### src/rtl/lane_rr_scheduler.sv
// Four-lane round-robin byte scheduler: grants one lane for a bounded burst,
// pops its bytes and registers them onto a single valid/ready output path.
module lane_rr_scheduler #(
  parameter int unsigned          DATA_W    = 8,
  parameter int unsigned          MAX_BURST = 4,
  parameter logic [DATA_W-1:0]    IDLE_BYTE = 8'hBC
) (
  input  logic              clk,
  input  logic              reset,
  input  logic [DATA_W-1:0] in0,
  input  logic [DATA_W-1:0] in1,
  input  logic [DATA_W-1:0] in2,
  input  logic [DATA_W-1:0] in3,
  input  logic [3:0]        valid,
  output logic [3:0]        ready_in,
  input  logic              out_ready,
  output logic [DATA_W-1:0] data_out,
  output logic              valid_out,
  output logic [1:0]        grant_id,
  output logic              busy
);

  localparam logic [0:0] IDLE  = 1'b0;
  localparam logic [0:0] GRANT = 1'b1;

  localparam int unsigned      CNT_W     = 4;
  localparam logic [CNT_W-1:0] LAST_BEAT = CNT_W'(MAX_BURST - 1);

  logic [0:0]        state_q,     state_d;
  logic [1:0]        rr_ptr_q,    rr_ptr_d;
  logic [1:0]        grant_id_q,  grant_id_d;
  logic [CNT_W-1:0]  burst_cnt_q, burst_cnt_d;
  logic [DATA_W-1:0] data_q,      data_d;
  logic              valid_q,     valid_d;

  logic              slot_free;
  logic              lane_valid;
  logic              xfer;
  logic [DATA_W-1:0] lane_byte;
  logic              pick_found;
  logic [1:0]        pick_lane;
  logic [1:0]        idx;

  assign slot_free = !valid_q || out_ready;

  always_comb begin
    lane_byte  = in0;
    lane_valid = valid[grant_id_q];
    case (grant_id_q)
      2'd0:    lane_byte = in0;
      2'd1:    lane_byte = in1;
      2'd2:    lane_byte = in2;
      default: lane_byte = in3;
    endcase
  end

  // Pop strobe depends only on grant and output slot, never on valid.
  always_comb begin
    ready_in = '0;
    if (state_q == GRANT && slot_free) begin
      ready_in[grant_id_q] = 1'b1;
    end
  end

  assign xfer = |(ready_in & valid);

  // First valid lane at or after rr_ptr, wrapping 3 -> 0.
  always_comb begin
    pick_found = 1'b0;
    pick_lane  = rr_ptr_q;
    idx        = rr_ptr_q;
    for (int unsigned k = 0; k < 4; k++) begin
      idx = rr_ptr_q + 2'(k);
      if (!pick_found && valid[idx]) begin
        pick_found = 1'b1;
        pick_lane  = idx;
      end
    end
  end

  always_comb begin
    state_d     = state_q;
    rr_ptr_d    = rr_ptr_q;
    grant_id_d  = grant_id_q;
    burst_cnt_d = burst_cnt_q;
    case (state_q)
      IDLE: begin
        if (pick_found) begin
          grant_id_d  = pick_lane;
          burst_cnt_d = '0;
          state_d     = GRANT;
        end
      end
      default: begin
        if (xfer) begin
          burst_cnt_d = burst_cnt_q + CNT_W'(1);
          if (burst_cnt_q == LAST_BEAT) begin
            state_d  = IDLE;
            rr_ptr_d = grant_id_q + 2'd1;
          end
        end else if (!lane_valid) begin
          state_d  = IDLE;
          rr_ptr_d = grant_id_q + 2'd1;
        end
      end
    endcase
  end

  always_comb begin
    data_d  = data_q;
    valid_d = valid_q;
    if (xfer) begin
      data_d  = lane_byte;
      valid_d = 1'b1;
    end else if (out_ready && valid_q) begin
      data_d  = IDLE_BYTE;
      valid_d = 1'b0;
    end
  end

  always_ff @(posedge clk or posedge reset) begin
    if (reset) begin
      state_q     <= IDLE;
      rr_ptr_q    <= '0;
      grant_id_q  <= '0;
      burst_cnt_q <= '0;
      data_q      <= IDLE_BYTE;
      valid_q     <= 1'b0;
    end else begin
      state_q     <= state_d;
      rr_ptr_q    <= rr_ptr_d;
      grant_id_q  <= grant_id_d;
      burst_cnt_q <= burst_cnt_d;
      data_q      <= data_d;
      valid_q     <= valid_d;
    end
  end

  assign data_out  = data_q;
  assign valid_out = valid_q;
  assign grant_id  = grant_id_q;
  assign busy      = (state_q == GRANT);

  a_ready_onehot0 : assert property (@(posedge clk) disable iff (reset)
    $onehot0(ready_in));

  a_hold_on_stall : assert property (@(posedge clk) disable iff (reset)
    (valid_q && !out_ready) |=> ($stable(data_q) && valid_q));

endmodule

### config.mk
export PLATFORM = sky130hd
export DESIGN_NAME = lane_rr_scheduler
export DESIGN_NICKNAME = d
export VERILOG_FILES = /design/src/rtl/lane_rr_scheduler.sv
export SDC_FILE = /design/constraint.sdc
export NUM_CORES = 1
export LEC_CHECK = 0
export BUFFER_PORTS_ARGS = -buffer_cell sky130_fd_sc_hd__buf_2
export CAP_MARGIN = 40
export CORE_AREA = 3 3 59 61
export CTS_BUF_LIST = sky130_fd_sc_hd__clkbuf_8
export CTS_CLUSTER_DIAMETER = 120
export CTS_CLUSTER_SIZE = 30
export DETAILED_ROUTE_END_ITERATION = 8
export DIE_AREA = 0 0 62 64
export HOLD_SLACK_MARGIN = 0.05
export PLACE_DENSITY = 0.73
export SLEW_MARGIN = 15
export SYNTH_ARGS = -nofsm -noshare
export SYNTH_HDL_FRONTEND = slang
export SYNTH_SLANG_ARGS = --single-unit
### constraint.sdc
create_clock -name clk -period 3.4 [get_ports clk]
set_input_delay 0.51 -clock clk [delete_from_list [all_inputs] [get_ports clk]]
set_output_delay 0.51 -clock clk [all_outputs]
set_load 0.02 [all_outputs]
==> flow_metrics.tcl <==
set metrics [dict create \
    netlist_instances 141 \
    worstPathArrival_ns 1.63 \
    finalHoldViolations 0 \
    fp.dieW_um 62 \
    intPower_uw 786 \
    yosys.area.top_type "dfrtp_1" \
    fin_nets 234 \
    min_period_ns 2.14 \
    fin_tns_setup_ns 0 \
    ctsHoldBuffers 0 \
    ios 55 \
    hold_class "primary input to asynchronous set/reset pin" \
    clock_skew_ns 0.000971 \
    die_h_um 64 \
    via_per_inst 5.42 \
    p_sw_uw 694 \
    rows 20 \
    cts_setup_buffers 0 \
    start_kind "register" \
    synth-seq-area-share 0.347 \
    ant_nets 0 \
    yosys.area.top_type_share 0.247 \
    synth_cell_types 42 \
    p_leak_nw 0.804 \
    synthTopCellsByCount "13 x dfrtp_1, 11 x inv_1, 10 x a21oi_1, 10 x nand2_1, 10 x nand3_1" \
    wl_per_cell_um 14.5 \
    cp_max_fo 10 \
    switching_share 0.469 \
    tightest_slew_ns 0.644 \
    clk_latency_ns 0.25 \
    clock_sinks 18 \
    cts-buffers-inserted 3 \
    diodes 0 \
    dieArea_sq_mm 0.00397 \
    area_growth_pct 23.5 \
    status "completed" \
    ys_seq_elements 18 \
    clkSlewWorstSetupHoldPaths_ns 0.07 \
    setup-violations-final 0 \
    synth_fp_nets 186 \
    tritoncts "yes" \
    drtIter0Drc 226 \
    yosys_warnings 0 \
    final_cells 232 \
    worst-setup-path-type "register to output pin" \
    grt_pass1_vias 1201 \
    setup_ws_ns 1.26 \
    cts_max_level 1 \
    grt_first_pass_wirelength_um 5540 \
    power_mw 1.48 \
    initial_core_util 0.435 \
    post-dp-hpwl_um 2710 \
    drive_above_1_share 0.415 \
    synthTopCellsByArea "dfrtp_1 25%, dfstp_2 10%, a222oi_1 6.1%" \
    cellPowerDensity_mw_per_mm2 909 \
    clockRootBuffer "clkbuf_8" \
    grt.overflow.total 0 \
    num-fill-cells 282 \
    pwr-share-seq 0.293 \
    crit_path_top_delay_cell "dfrtp_1" \
    drc_errors 0 \
    syn_area_sq_mm 0.00132 \
    multi_input_area_sq_um 748 \
    synth_flop_cell "dfrtp_1" \
    groute.usage.overall 0.181 \
    core_sq_mm 0.00303 \
    syn_avg_cell_area_sq_um 9.34 \
    fin_crit_sh 0.631 \
    drv_cap 0 \
    pre_cts_ws_ns 1.31 \
    pwr-share-clk 0.116 \
    vdd_drop_max_mv 0.586 \
    synth_edf_count 0 \
    vias 1258 \
    async_flop_share 1.00 \
    max_slew_margin 0.570 \
    synth.most_common_cell "dfrtp_1" \
    rsz0062_at_grt "false" \
    dp_cells 228 \
    worstPathRequired_ns 2.89 \
    dr.pass1.iters 6 \
    slowest_delay_ns 0.46 \
    path_buf_inv 2 \
    path_cells "inv_1 > ha_1 > and3_2 > buf_2" \
    place_congestion 0.845 \
    antenna_found_initial 0 \
    grt_max_degree 19 \
    drv_slew 0 \
    clockBufferDepth 2 \
    wl_um 3360 \
    ctsResizeCount 0 \
    register_area_sq_um 457 \
    p_comb_frac 0.591 \
    post-route-util 0.537 \
    crit_family "flip-flops" \
    end_kind "output pin" \
    io_buffers 54 \
    fmax_mhz 466 \
]
-- layout make-up --
type,count,area share
Clock buffer,4,0.0338
Inverter,11,0.0254
Sequential cell,18,0.281
Tap cell,44,0.0338
Timing Repair Buffer,54,0.166
Multi-Input combinational cell,101,0.460
-- routing by layer --
metal / global-route usage / share of wire / up-vias
li1: - / - / 621
met1: 0.270 / 0.47 / 599
met2: 0.267 / 0.48 / 36
met3: 0.0222 / 0.043 / 2
met4: 0.0557 / 0.010 / 0
met5: 0 / 0 / -
-- cells in the final DEF, fill, tap and decap left out, types with 6 or more instances in the layout --
cell type,instances
nor2_1,8
dfrtp_1,13
ha_1,6
inv_1,11
o21ai_0,6
a21oi_1,10
nand2_1,10
a222oi_1,8
nand3_1,10
buf_2,54
-- sequential cells by signal (all words and copies together), names as in the netlist --
signal       cells
grant_id         2
burst_cnt_q      4
data_out         8
busy             1
rr_ptr_q         2
valid_out        1
-- per-stage QoR --
step	hold slack (ns)	area [sq um]
6_report	0.340	1630
5_1_grt	0.397	1630
4_1_cts	0.362	1630
3_5_place_dp	0.500	1570
3_3_place_gp	0.498	1570
2_1_floorplan	0.445	1320
-- logic make-up (layout without fill, tap and decap cells) --
logic type / Yosys count / in the layout / share of synthesized area
adders and majority gates: 6 / 6 / 0.0570
xor gates and xnor gates: 1 / 1 / 0.00665
AOI/OAI and AO/OA: 41 / 41 / 0.249
DFF: 18 / 18 / 0.347
and+or+nand+nor: 46 / 46 / 0.188
muxes: 7 / 7 / 0.0674
buffers and inverters: 22 / 69 / 0.0855
-- path summary, 6_finish.rpt --
| check | to | start | depth (start not counted) | slack [ns] |
|---|---|---|---|---|
| worst max-delay path | ready_in[2] | grant_id[0]$_DFFE_PP0P_ | 4 | 1.26 |
| worst min-delay path | data_out[0]$_DFFE_PP0P_ | reset | 2 | 0.34 |
| worst max register to register | burst_cnt_q[2]$_DFFE_PP0P_ | grant_id[0]$_DFFE_PP0P_ | 6 | 1.30 |
| worst min register to register | data_out[6]$_DFFE_PP0P_ | data_out[6]$_DFFE_PP0P_ | 2 | 0.52 |
| max in group asynchronous | grant_id[0]$_DFFE_PP0P_ | reset | 2 | 2.65 |
| min in group clk | data_out[6]$_DFFE_PP0P_ | data_out[6]$_DFFE_PP0P_ | 2 | 0.52 |
-- power groups by stage --
stage               Sequential [mW]  Combinational [mW]  Clock (mW)
floorplan                     0.475               0.641           0
CTS                           0.431               0.878       0.176
global placement              0.424               0.850           0
finish                        0.433               0.874       0.172
detailed placement            0.434               0.875           0
global route                  0.448               0.977       0.186
(Power assumes the default switching activity.)
